## src/rtl/generic_stream_demux.sv

```systemverilog
// -----------------------------------------------------------------------------
// generic_stream_demux
//
// Purpose:
//   Steers one DATA-wide valid/ready input stream to one of OUT output
//   channels. Each channel owns a one-entry holding register with its own
//   valid/ready handshake, so a slow consumer stalls only the beats addressed
//   to its own channel. All channel registers are presented side by side on a
//   single flattened output bus.
//
// Parameters:
//   OUT   number of output channels (>= 2)
//   DATA  width of one data beat in bits
//   SELW  select width, derived as $clog2(OUT) (not overridable)
//
// Ports:
//   clk               in   1         rising-edge clock
//   rst_n             in   1         synchronous reset, active-low
//   in_valid          in   1         producer beat valid
//   in_ready          out  1         beat is accepted this cycle when in_valid=1
//   in_data           in   DATA      producer beat
//   in_sel            in   SELW      target channel index
//   flattened_output  out  OUT*DATA  channel i on bits [i*DATA +: DATA]
//   out_valid         out  OUT       per-channel valid
//   out_ready         in   OUT       per-channel consumer ready
//   sel_err           out  1         one-cycle pulse: beat dropped, sel >= OUT
//
// Build option:
//   DEMUX_RR_EN  when defined, in_sel is ignored and beats are distributed by
//                an internal round-robin pointer that advances on every
//                accepted beat (wrapping OUT-1 -> 0). sel_err is then tied 0.
//                When undefined, the target is in_sel and no pointer exists.
// -----------------------------------------------------------------------------
module generic_stream_demux #(
  parameter int OUT  = 4,
  parameter int DATA = 8,
  localparam int SELW = $clog2(OUT)
) (
  input  logic                clk,
  input  logic                rst_n,
  input  logic                in_valid,
  output logic                in_ready,
  input  logic [DATA-1:0]     in_data,
  input  logic [SELW-1:0]     in_sel,
  output logic [OUT*DATA-1:0] flattened_output,
  output logic [OUT-1:0]      out_valid,
  input  logic [OUT-1:0]      out_ready,
  output logic                sel_err
);

  // OUT expressed with one extra bit so the range check can see sel == OUT
  // and above without truncation.
  localparam logic [SELW:0] OUT_EXT = (SELW + 1)'(OUT);

  logic [SELW-1:0] tgt;           // channel the current beat is aimed at
  logic            tgt_in_range;  // tgt names a real channel
  logic [OUT-1:0]  tgt_hit;       // one-hot decode of tgt (all zero if out of range)
  logic [OUT-1:0]  ch_ready;      // channel can take a beat this cycle
  logic [OUT-1:0]  valid_q;
  logic            accept;

  logic            sel_err_q;
  logic            sel_err_d;

  // ---------------------------------------------------------------------------
  // Target selection
  // ---------------------------------------------------------------------------
`ifdef DEMUX_RR_EN
  localparam logic [SELW-1:0] LAST_CH = SELW'(OUT - 1);

  logic [SELW-1:0] rr_q;
  logic [SELW-1:0] rr_d;
  logic            unused_in_sel;

  // The select input has no meaning in round-robin mode.
  assign unused_in_sel = ^in_sel;
  assign tgt           = rr_q;

  // Pointer moves only on an accepted beat, so a stalled target keeps the
  // pointer (and therefore the stream order) in place.
  always_comb begin
    rr_d = rr_q;
    if (accept) begin
      rr_d = (rr_q == LAST_CH) ? '0 : rr_q + 1'b1;
    end
  end

  always_ff @(posedge clk) begin
    if (!rst_n) begin
      rr_q <= '0;
    end else begin
      rr_q <= rr_d;
    end
  end

  // The pointer can never leave the valid range, so nothing is ever dropped.
  always_comb begin
    sel_err_d = 1'b0;
  end
`else
  assign tgt = in_sel;

  // An accepted beat with no matching channel is discarded and flagged in the
  // following cycle.
  always_comb begin
    sel_err_d = accept & ~tgt_in_range;
  end
`endif

  assign tgt_in_range = ({1'b0, tgt} < OUT_EXT);

  // ---------------------------------------------------------------------------
  // Input handshake
  // ---------------------------------------------------------------------------
  // Out-of-range beats are always taken (and dropped) so a bad select can
  // never wedge the producer. Otherwise the beat waits only on its own
  // channel: empty, or being drained in this same cycle.
  assign in_ready = ~tgt_in_range | (|(tgt_hit & ch_ready));
  assign accept   = in_valid & in_ready;

  // ---------------------------------------------------------------------------
  // Per-channel holding registers
  // ---------------------------------------------------------------------------
  for (genvar gi = 0; gi < OUT; gi++) begin : g_ch
    logic            ch_valid_q;
    logic            ch_valid_d;
    logic [DATA-1:0] ch_data_q;
    logic [DATA-1:0] ch_data_d;
    logic            ch_load;
    logic            ch_drain;

    assign tgt_hit[gi]  = tgt_in_range & (tgt == SELW'(gi));
    assign ch_ready[gi] = ~ch_valid_q | out_ready[gi];
    assign ch_load      = accept & tgt_hit[gi];
    assign ch_drain     = ch_valid_q & out_ready[gi];

    // A load takes priority over a drain: when both happen together the new
    // beat replaces the departing one and valid stays high with no bubble.
    // On a plain drain the data register keeps its last value.
    always_comb begin
      ch_valid_d = ch_valid_q;
      ch_data_d  = ch_data_q;
      if (ch_load) begin
        ch_valid_d = 1'b1;
        ch_data_d  = in_data;
      end else if (ch_drain) begin
        ch_valid_d = 1'b0;
      end
    end

    always_ff @(posedge clk) begin
      if (!rst_n) begin
        ch_valid_q <= 1'b0;
        ch_data_q  <= '0;
      end else begin
        ch_valid_q <= ch_valid_d;
        ch_data_q  <= ch_data_d;
      end
    end

    assign valid_q[gi]                     = ch_valid_q;
    assign flattened_output[gi*DATA +: DATA] = ch_data_q;
  end

  assign out_valid = valid_q;

  // ---------------------------------------------------------------------------
  // Drop indication
  // ---------------------------------------------------------------------------
  always_ff @(posedge clk) begin
    if (!rst_n) begin
      sel_err_q <= 1'b0;
    end else begin
      sel_err_q <= sel_err_d;
    end
  end

  assign sel_err = sel_err_q;

endmodule

```

## config.mk

```make
export PLATFORM = sky130hd
export DESIGN_NAME = generic_stream_demux
export DESIGN_NICKNAME = d
export VERILOG_FILES = /design/src/rtl/generic_stream_demux.sv
export SDC_FILE = /design/constraint.sdc
export NUM_CORES = 1
export LEC_CHECK = 0
export CAP_MARGIN = 0
export CORE_AREA = 2 2 61 63
export CTS_CLUSTER_DIAMETER = 200
export CTS_CLUSTER_SIZE = 28
export DETAILED_ROUTE_END_ITERATION = 10
export DIE_AREA = 0 0 63 65
export GPL_ROUTABILITY_DRIVEN = 0
export PLACE_DENSITY = 0.75
export SYNTH_ARGS = -nofsm -noshare
export SYNTH_HDL_FRONTEND = slang
export SYNTH_SLANG_ARGS = --single-unit
export TNS_END_PERCENT = 100
```

## constraint.sdc

```tcl
create_clock -name clk -period 1.2 [get_ports clk]
set_input_delay 0.18 -clock clk [delete_from_list [all_inputs] [get_ports clk]]
set_output_delay 0.18 -clock clk [all_outputs]
set_load 0.02 [all_outputs]
```

=== Yosys cells after proc, flatten, opt, wreduce, memory -nomap -nowiden ===
Index checks and enable logic that the tools add are counted.

* Input port bits: 17
* Output and inout port bits: 38
* Word-level logic and storage cells: 43
* Flip-flop bits (word level): 36

* Equal/unequal tests: 3
* Multiplexer cells: 8
* Bitwise gates (word level): 18
* Reductions and logical operators: 6

{| class="wikitable"
|+ Operator list
! cell !! count
|-
| $and A1 B1 Y1 || 9
|-
| $mux W1 || 8
|-
| $reduce_bool A2 Y1 || 4
|-
| $and A4 B4 Y4 || 1
|-
| $eq A2 B2 Y1 const B || 2
|-
| $not A1 Y1 || 4
|-
| $or A1 B1 Y1 || 4
|-
| $reduce_or A4 Y1 || 1
|-
| $eq A2 B1 Y1 const B || 1
|-
| $logic_not A2 Y1 || 1
|}

=== Depth between registers and ports, before layout ===
* Depth after elaboration: 7
* Depth in mapped cells: 4

=== Worst setup path after synthesis ===
No wires, ideal clock.

* Kind: register to output
* From: reg g_ch[3].ch_valid_q
* To: out in_ready
* Arrival: 0.910 ns
* Slack: 0.110 ns
* Cell stages (with the launch flop): 3
* Path through: dfxtp_1 nand2b_1 mux4_2

* Longest elaborated chain between the ends: 4

{| class="wikitable"
|+ RTL lines
! item !! line !! RTL
|-
| from (decl) || 125 || <nowiki>logic ch_valid_q;</nowiki>
|-
| from (signal assigned) || 156 || <nowiki>ch_valid_q <= ch_valid_d;</nowiki>
|-
| $not A1 Y1 || 133 || <nowiki>assign ch_ready[gi] = ~ch_valid_q | out_ready[gi];</nowiki>
|-
| $or A1 B1 Y1 || 133 ||
|-
| $and A4 B4 Y4 || 118 || <nowiki>assign in_ready = ~tgt_in_range | (|(tgt_hit & ch_ready));</nowiki>
|-
| $reduce_or A4 Y1 || 118 ||
|-
| to (decl) || 42 || <nowiki>output logic in_ready,</nowiki>
|}

Every way passes these cells.

=== Worst setup path after layout ===
* From: in out_ready[0]
* To: out in_ready

* Longest elaborated chain between the ends: 3

{| class="wikitable"
|+ RTL lines
! item !! line !! RTL
|-
| from (decl) || 47 || <nowiki>input logic [OUT-1:0] out_ready,</nowiki>
|-
| $or A1 B1 Y1 || 133 ||
|-
| $and A4 B4 Y4 || 118 ||
|-
| $reduce_or A4 Y1 || 118 ||
|}

Every way passes these cells.

==> reports/results.tsv <==
metric	value	unit
Hold Fails Final Rpt	0	
root buffer cell	clkbuf_4	
Layout Nets	217	
mean area per synthesized cell	10.2	µm²
YS warnings	0	
Power Total	2.25	mW
Peak VDD IR	0.000675	V
DR WL/cell	13.2	µm
final wirelength	3.28	mm
TritonCTS Sinks	36	
Initial Utilization	0.409	
clock slew seen by the registers of the worst setup and hold paths	0.10	ns
layout overhead on the synthesized area	40.4	%
detailed placer's ending HPWL	2.24	mm
first-pass GRT wire length	5.34	mm
Sum Neg Setup Slack	-0.423	ns
antenna-violating nets left	0	
DR DRC count	0	
Cells after Synth	141	
largest net degree at the start of global routing	45	
Syn Std Cell Area	0.00143	mm²
WP data arrival	1.38	ns
antenna violations before repair	0	
internal power	1.69	mW
Setup Slack @ Placement	-0.774	ns
CTS tree	built	
Die H	65	µm
max-cap viol count	0	
Util after Layout	0.575	
# port buffers	53	
antenna cells	0	
Pleak	0.896	nW
Sw Ratio	0.250	
Worst Path Required	1.02	ns
synth unique cells	18	
violated checks	setup timing	
CP Max Fanout	2	
clock power share	0.292	
CORE AREA	0.00350	mm²
CTS H-tree lvls	2	
flip-flop and latch count after synthesis	36	
Max clock buf depth	2	
most frequent cells in the layout	nand2_1 (42), mux2i_1 (32), dfxtp_1 (32)	
CTS Buf Count	5	
CP Launch Type	primary input	
latest clock arrival within the worst-skew pair	0.32	ns
DR pass1 iterations	4	
min-delay worst type	in2reg	
Final setup violation count	7	
post-layout minimum cycle time	1.56	ns
die area	0.00410	mm²
Mapped Nets	158	
Psw	562	µW
GRT Util Overall	0.170	
Seq pwr share	0.561	
Seq/Total Area, Yosys	0.503	
final period utilization	1.30	
endpoint type of the worst setup path	primary output	
Ports	55	
Reg area	726	µm²
commonest non-fill, non-tap cell in the layout	nand2_1	
Max Freq	641	MHz
DR vias	1151	
combinational power share	0.147	
power density cells	1120	mW/mm²
DR iter-0 viols	23	
clock skew	0.00196	ns
Pins Over Slew Limit	0	
unrepaired setup endpoints after global routing	true	
vias in the first global route	1144	
layout cells sized above 1	0.289	
die width	63	µm
Cell Rows	22	
vias per std cell	4.62	
Overflow after GRT	0	
crit path kind	in2out	
status	finished, violations left	
Worst Slack Setup Final	-0.359	ns
FILL cells	351	
hold_buf cts	0	
Multi-input gate area	642	µm²
repair_timing:
action,in CTS,in global routing
gates resized for setup,66,52
gates cloned,1,0
setup endpoints to repair,46,57
buffers inserted,1,0
pin swaps,1,1
critical path, stage by stage:
cell,delay [ns]
clkdlybuf4s50_1,0.42
nand2b_4,0.16
mux4_2,0.47
buf_6,0.15
power groups by stage:
stage | combinational, mW | clock (mW) | sequential (mW)
3_5_place_dp | 0.354 | 0 | 1.29
3_3_place_gp | 0.348 | 0 | 1.28
4_1_cts | 0.338 | 0.676 | 1.26
5_1_grt | 0.355 | 0.732 | 1.27
6_report | 0.331 | 0.656 | 1.26
2_1_floorplan | 0.140 | 0 | 1.33
cells in the mapped netlist:
master    count  area (µm²)
buf_6         3        33.8
nor2b_2       1        8.76
buf_4         6        45.0
and3_4        1        11.3
mux4_2        1        22.5
conb_1        1        3.75
o21a_1        1        7.51
nand2_1      42         158
nor2b_1       2        12.5
dfxtp_1      36         721
nand2b_1      4        25.0
mux2i_1      32         320
nand3_1       1        5.00
nor3_1        1        5.00
clkbuf_1      2        7.51
nand3b_1      1        7.51
a21boi_0      3        22.5
buf_2         3        15.0
flip-flops by register name, summed over array words and instances, names as in the netlist:
register / cells
g_ch.ch_valid_q: 4
g_ch.ch_data_q: 32
final timing paths:
check | slack [ns] | startpoint | endpoint | depth (start not counted)
worst max-delay path | -0.36 | out_ready[0] | in_ready | 4
worst min-delay path | 0.32 | in_sel[0] | g_ch[1].ch_valid_q | 4
worst max register to register | -0.02 | g_ch[2].ch_valid_q | g_ch[2].ch_data_q[6] | 5
worst min register to register | 0.47 | g_ch[0].ch_data_q[0] | g_ch[0].ch_data_q[0] | 2
area by class of cell:
class,instances,share of cell area
Timing Repair Buffer,66,0.260
Sequential cell,36,0.361
Clock buffer,8,0.0293
Tap cell,48,0.0299
Multi-Input combinational cell,91,0.319
routing by layer:
metal,up-vias,GRT usage,wire length [µm]
li1,574,-,-
met1,526,0.203,1470
met2,45,0.290,1520
met3,6,0.0573,253
met4,0,0.0500,35
met5,-,0,0
stage by stage:
step / hold slack (ns) / instances / cell area, µm²
final: 0.319 / 249 / 2010
after global routing: 0.341 / 249 / 2010
after CTS: 0.466 / 249 / 2080
after detailed placement: 0.447 / 239 / 2020
after global placement: 0.444 / 239 / 2020
after floorplan: 0.327 / 141 / 1430
cells by family (layout without fill, tap and decap cells):
family / Yosys count / in the layout / synth area share
muxes: 33 / 33 / 0.240
and+or+nand+nor: 53 / 53 / 0.163
AOI/OAI and AO/OA: 4 / 4 / 0.0210
buffers and inverters: 14 / 74 / 0.0708
DFF: 36 / 36 / 0.503
other: 1 / 1 / 0.00262
No activity file was read; power rests on OpenSTA's default activity.
==> edit 1: new RTL, config.mk and constraints unchanged <==
`DATA`: 8 -> 9.
--- a/src/rtl/generic_stream_demux.sv
+++ b/src/rtl/generic_stream_demux.sv
@@ -35,3 +35,3 @@
   parameter int OUT  = 4,
-  parameter int DATA = 8,
+  parameter int DATA = 9,
   localparam int SELW = $clog2(OUT)
Ports: changed (resized flattened_output and in_data); port bits go from 55 to 60. The function was not compared with the original's and may differ.
==> edit 1 against the original RTL <==
The run still ends with negative setup slack left; sequential cell count grew 4; via count grew 13%; combinational power grew 19%; design area grew 15%; sequential share of layout area shrank 1.2 points; clock skew grew 0.0085 ns; worst hold slack lost 0.048 ns; power grew 20%; setup slack lost 0.025 ns; area after synthesis grew 11%; synthesized cell count grew 9.2%; routed wire length grew 22%; critical path type is now reg -> out; highest routed layer unchanged.
==> edit 1: results (changes against the original RTL) <==
stage;metric;value;unit;change
status;status;finished, violations left;;
status;failing checks;negative setup slack;;
final_layout;share of cells above drive strength 1;33.6;%;+4.8 points
cts;Worst-Skew Late Latency;0.35;ns;+0.03 ns
power;Max IR drop VDD;0.852;mV;+26%
yosys;synth top area cells;dfxtp_1 50%, mux2i_1 23%, nand2_1 11%;;
grt;first-pass GRT wire length;6320;µm;+18%
final_layout;Filler cells;306;;-13%
placed_design;port bufs;58;;+9.4%
drt;via count;1299;;+13%
final_layout;Final nets;240;;+11%
drt;Iteration-0 DRC Markers;42;;+83%
yosys;register area share after synthesis;50.4;%;+0.084 points
placed_design;DP Wirelength;2730;µm;+22%
timing;Setup TNS;-0.384;ns;+0.0396 ns
setup_path;crit path DAT;1.40;ns;+0.02 ns
timing;final-report setup violation count;1;;-6
yosys;top post-synthesis cells by count;47 x nand2_1, 40 x dfxtp_1, 36 x mux2i_1, 7 x buf_4, 4 x nand2b_1;;
yosys;Yosys cell types;19;;+1
grt;pin count of the biggest net entering global routing;32;;-29%
yosys;syn nets;172;;+8.9%
power;Leakage;1.02;nW;+14%
timing;Final WS setup;-0.384;ns;-0.0246 ns
cts;Reg clk slew, reported paths;0.12;ns;+0.02 ns
grt;total track usage;20.2;%;+3.2 points
timing;clk_skew;0.0105;ns;+0.00854 ns
edit 1: cell types whose count changed after synthesis, sizes merged:
cell / delta
mux2i: +4
buf: -1
clkbuf: +1
nand2: +5
dfxtp: +4
edit 1: layout make-up:
| class | count | share of cell area, % |
|---|---|---|
| Clock buffer | 5 | 1.63 |
| Clock inverter | 3 | 1.84 |
| Multi-Input combinational cell | 101 | 30.8 |
| Sequential cell | 40 | 34.9 |
| Tap cell | 48 | 2.60 |
| Timing Repair Buffer | 74 | 28.2 |
edit 1: worst paths after layout:
kind | end | start | slack (ns) | depth (start not counted)
min | g_ch[1].ch_valid_q | in_sel[0] | 0.27 | 4
max reg2reg | g_ch[2].ch_data_q[2] | g_ch[2].ch_valid_q | 0.01 | 5
max | in_ready | g_ch[3].ch_valid_q | -0.38 | 3
min reg2reg | g_ch[2].ch_data_q[0] | g_ch[2].ch_data_q[0] | 0.46 | 2
edit 1: report_power, final:
part	leakage (nW)	switching (W)	internal [W]
sequential	0.327	0.0000255	0.00138
clock	0.0412	0.000462	0.000435
combinational	0.653	0.000202	0.000193
total	1.02	0.000690	0.00200
edit 1: metal layers:
layer / wire [µm] / part of all wire (%) / up-vias / GRT usage, %
met5: 0 / 0 / - / 0
li1: - / - / 638 / -
met2: 1980 / 50 / 50 / 34.4
met3: 265 / 6.6 / 5 / 5.73
met4: 37 / 0.93 / 0 / 6.67
met1: 1710 / 43 / 606 / 24.5
edit 1: worst reg2reg max path, cell delays in order (launching register included):
cell and delay [ns]:
dfxtp_2 0.35, buf_6 0.11, nor2b_4 0.13, nor3_4 0.18, buf_6 0.17, mux2i_1 0.18
edit 1: repair_timing:
item | 4_1_cts | 5_1_grt
resized for setup | 114 | 37
cloned | 1 | 1
endpoints found under the setup margin | 52 | 56
pin swaps | 1 | 1
buffers inserted | 0 | 1
edit 1: through the flow:
stage          instance area (µm²)  instances
6_report                      2310        271
5_1_grt                       2310        271
4_1_cts                       2410        269
3_5_place_dp                  2280        260
3_3_place_gp                  2280        260
2_1_floorplan                 1590        154
edit 1: cells by family after synthesis:
group                  after synthesis  synth area share, %
AND/OR/NAND/NOR                     58                 16.3
other                                1                0.236
buffers and inverters               14                 7.01
multiplexers                        37                 24.1
AO/OA/AOI/OAI                        4                 1.89
flip-flops                          40                 50.4
==> edit 2: new RTL, config.mk and constraints unchanged <==
Made on the original files. Build with the macro `DEMUX_RR_EN` defined.
--- a/src/rtl/generic_stream_demux.sv
+++ b/src/rtl/generic_stream_demux.sv
@@ -33,2 +33,4 @@
 // -----------------------------------------------------------------------------
+`define DEMUX_RR_EN
+
 module generic_stream_demux #(
Check against the original RTL: not equivalent (a bounded check fails within 4 cycles, from zero or initial values and one cycle with rst_n low).
==> edit 2 against the original RTL <==
Via count up 8.3%; worst hold slack better by 0.15 ns; area after synthesis increased by 11%; clock skew is 0.0047 ns higher; setup slack improved by 0.036 ns; largest cell class is now multi-input gates; routed wire length is 12% higher; sequential cell count rose by 2; non-clock buffer count shrank 1; critical path depth grew 1; the run still ends with negative setup slack left; design area grew 11%.
Power is not compared: it rests on default switching activity, and its combinational part moved more than twofold at a synthesized area within 25%.
==> edit 2: results (changes against the original RTL) <==
stage;metric;value;unit;change
worst_hold_path;worst hold path type;reg -> reg;;
timing;clk_skew;0.00669;ns;+0.00473 ns
status;status;finished, violations left;;
worst_hold_path;WHS Path Cells;2;;-2
setup_path;crit-path max FO;5;;+3
placed_design;placed cell areas;2310;µm²;+14%
status;failing checks;negative setup slack;;
setup_path;crit-path leading delay family;flip-flops;;
yosys;top post-synthesis cells by count;49 x nand2_1, 38 x dfxtp_1, 34 x mux2i_1, 5 x buf_4, 5 x clkbuf_1;;
setup_path;crit path DAT;1.34;ns;-0.04 ns
worst_hold_path;WHS Endpoint;g_ch[2].ch_data_q[7];;
final_layout;Final nets;237;;+9.2%
grt;pin count of the biggest net entering global routing;24;;-47%
yosys;Yosys cell types;15;;-3
setup_path;reg2reg setup slack;-0.30;ns;-0.28 ns
timing;final-report setup violation count;36;;+29
timing;Setup TNS;-9.19;ns;-8.77 ns
drt;Iteration-0 DRC Markers;30;;+30%
placed_design;port bufs;51;;-3.8%
setup_path;slowest stage delay, CP;0.41;ns;-0.06 ns
final_layout;share of cells above drive strength 1;36.1;%;+7.3 points
worst_hold_path;min-delay src;g_ch[2].ch_data_q[7];;
grt;vias in the first global route;1317;;+15%
grt;first-pass GRT wire length;6110;µm;+14%
setup_path;Worst Reg-to-Reg Cells;7;;+2
setup_path;critical path's slowest cell;dfxtp_4;;
grt;total track usage;19.4;%;+2.4 points
timing;final hold slack;0.464;ns;+0.145 ns
final_layout;biggest regs;g_ch.ch_data_q (32), g_ch.ch_valid_q (4), rr_q (2);;
drt;DR vias/cell;4.72;;+2.1%
setup_path;crit path from;rr_q[0];;
drt;routed length per placed instance;13.9;µm;+5.4%
setup_path;r2r endpoint;g_ch[3].ch_data_q[4];;
yosys;synth top area cells;dfxtp_1 48%, mux2i_1 21%, nand2_1 12%;;
timing;Final WS setup;-0.323;ns;+0.0359 ns
yosys;syn nets;175;;+11%
-- edit 2: changes by cell type after synthesis, sizes merged, moves of 3 or more --
cell    delta
nand2      +7
ha         +4
buf        -7
clkbuf     +3
a21oi      +4
nor2b      -3
-- edit 2: per-layer routing --
layer | global-route usage [%] | up-vias | share of wire [%]
li1 | - | 625 | -
met4 | 6.39 | 0 | 1.1
met2 | 35.8 | 42 | 50
met3 | 8.16 | 6 | 8.3
met1 | 19.6 | 573 | 41
met5 | 0 | - | 0
-- edit 2: power by group through the flow --
stage / sequential, W / clock [W] / combinational [W]
final: 0.00150 / 0.000618 / 0.00126
after detailed placement: 0.00151 / 0 / 0.00133
after global placement: 0.00151 / 0 / 0.00130
after CTS: 0.00150 / 0.000639 / 0.00130
after global routing: 0.00152 / 0.000711 / 0.00133
after floorplan: 0.00163 / 0 / 0.000643
-- edit 2: repair_timing --
item                                    4_1_cts  5_1_grt
resized for setup                            91       38
buffers inserted                              0        0
pin swaps                                     7        0
endpoints found under the setup margin       72       69
-- edit 2: per-stage QoR --
step	total power [W]	utilization (%)	std cells	setup WS [ns]
after global placement	0.00280	66.1	257	-0.491
after detailed placement	0.00284	66.1	257	-0.534
final	0.00337	63.8	264	-0.323
after global routing	0.00356	63.8	264	-0.396
after floorplan	0.00227	-	154	-0.142
after CTS	0.00344	68.1	264	-0.348
-- edit 2: tightest hold or removal path, delay by kind of cell (launching register included) --
| kind | cells | cell delay [ns] |
|---|---|---|
| simple gates | 1 | 0.05 |
| mux | 1 | 0.05 |
| flops | 1 | 0.32 |
-- edit 2: final cells by class --
| cell class | instances | area [µm²] |
|---|---|---|
| Timing Repair Buffer | 65 | 531 |
| Tap cell | 48 | 60.1 |
| Clock buffer | 5 | 37.5 |
| Multi-Input combinational cell | 104 | 812 |
| Clock inverter | 2 | 10.0 |
| Fill cell | 309 | 1260 |
| Sequential cell | 38 | 771 |
| Inverter | 2 | 10.0 |
-- edit 2: cells by family after synthesis --
group | count (synthesis) | share of synthesized area (%)
and+or+nand+nor | 54 | 14.3
DFF | 38 | 47.7
muxes | 34 | 21.3
buffers and inverters | 12 | 4.00
AOI/OAI and AO/OA | 11 | 9.33
adders and majority gates | 4 | 3.14
other | 1 | 0.235
-- edit 2: worst max-delay path by stage --
stage | end | cells past startpoint
5_1_grt | in_ready | 5
3_5_place_dp | in_ready | 5
2_1_floorplan | g_ch[0].ch_data_q[0] | 5
4_1_cts | in_ready | 5
6_report | in_ready | 5
3_3_place_gp | in_ready | 5
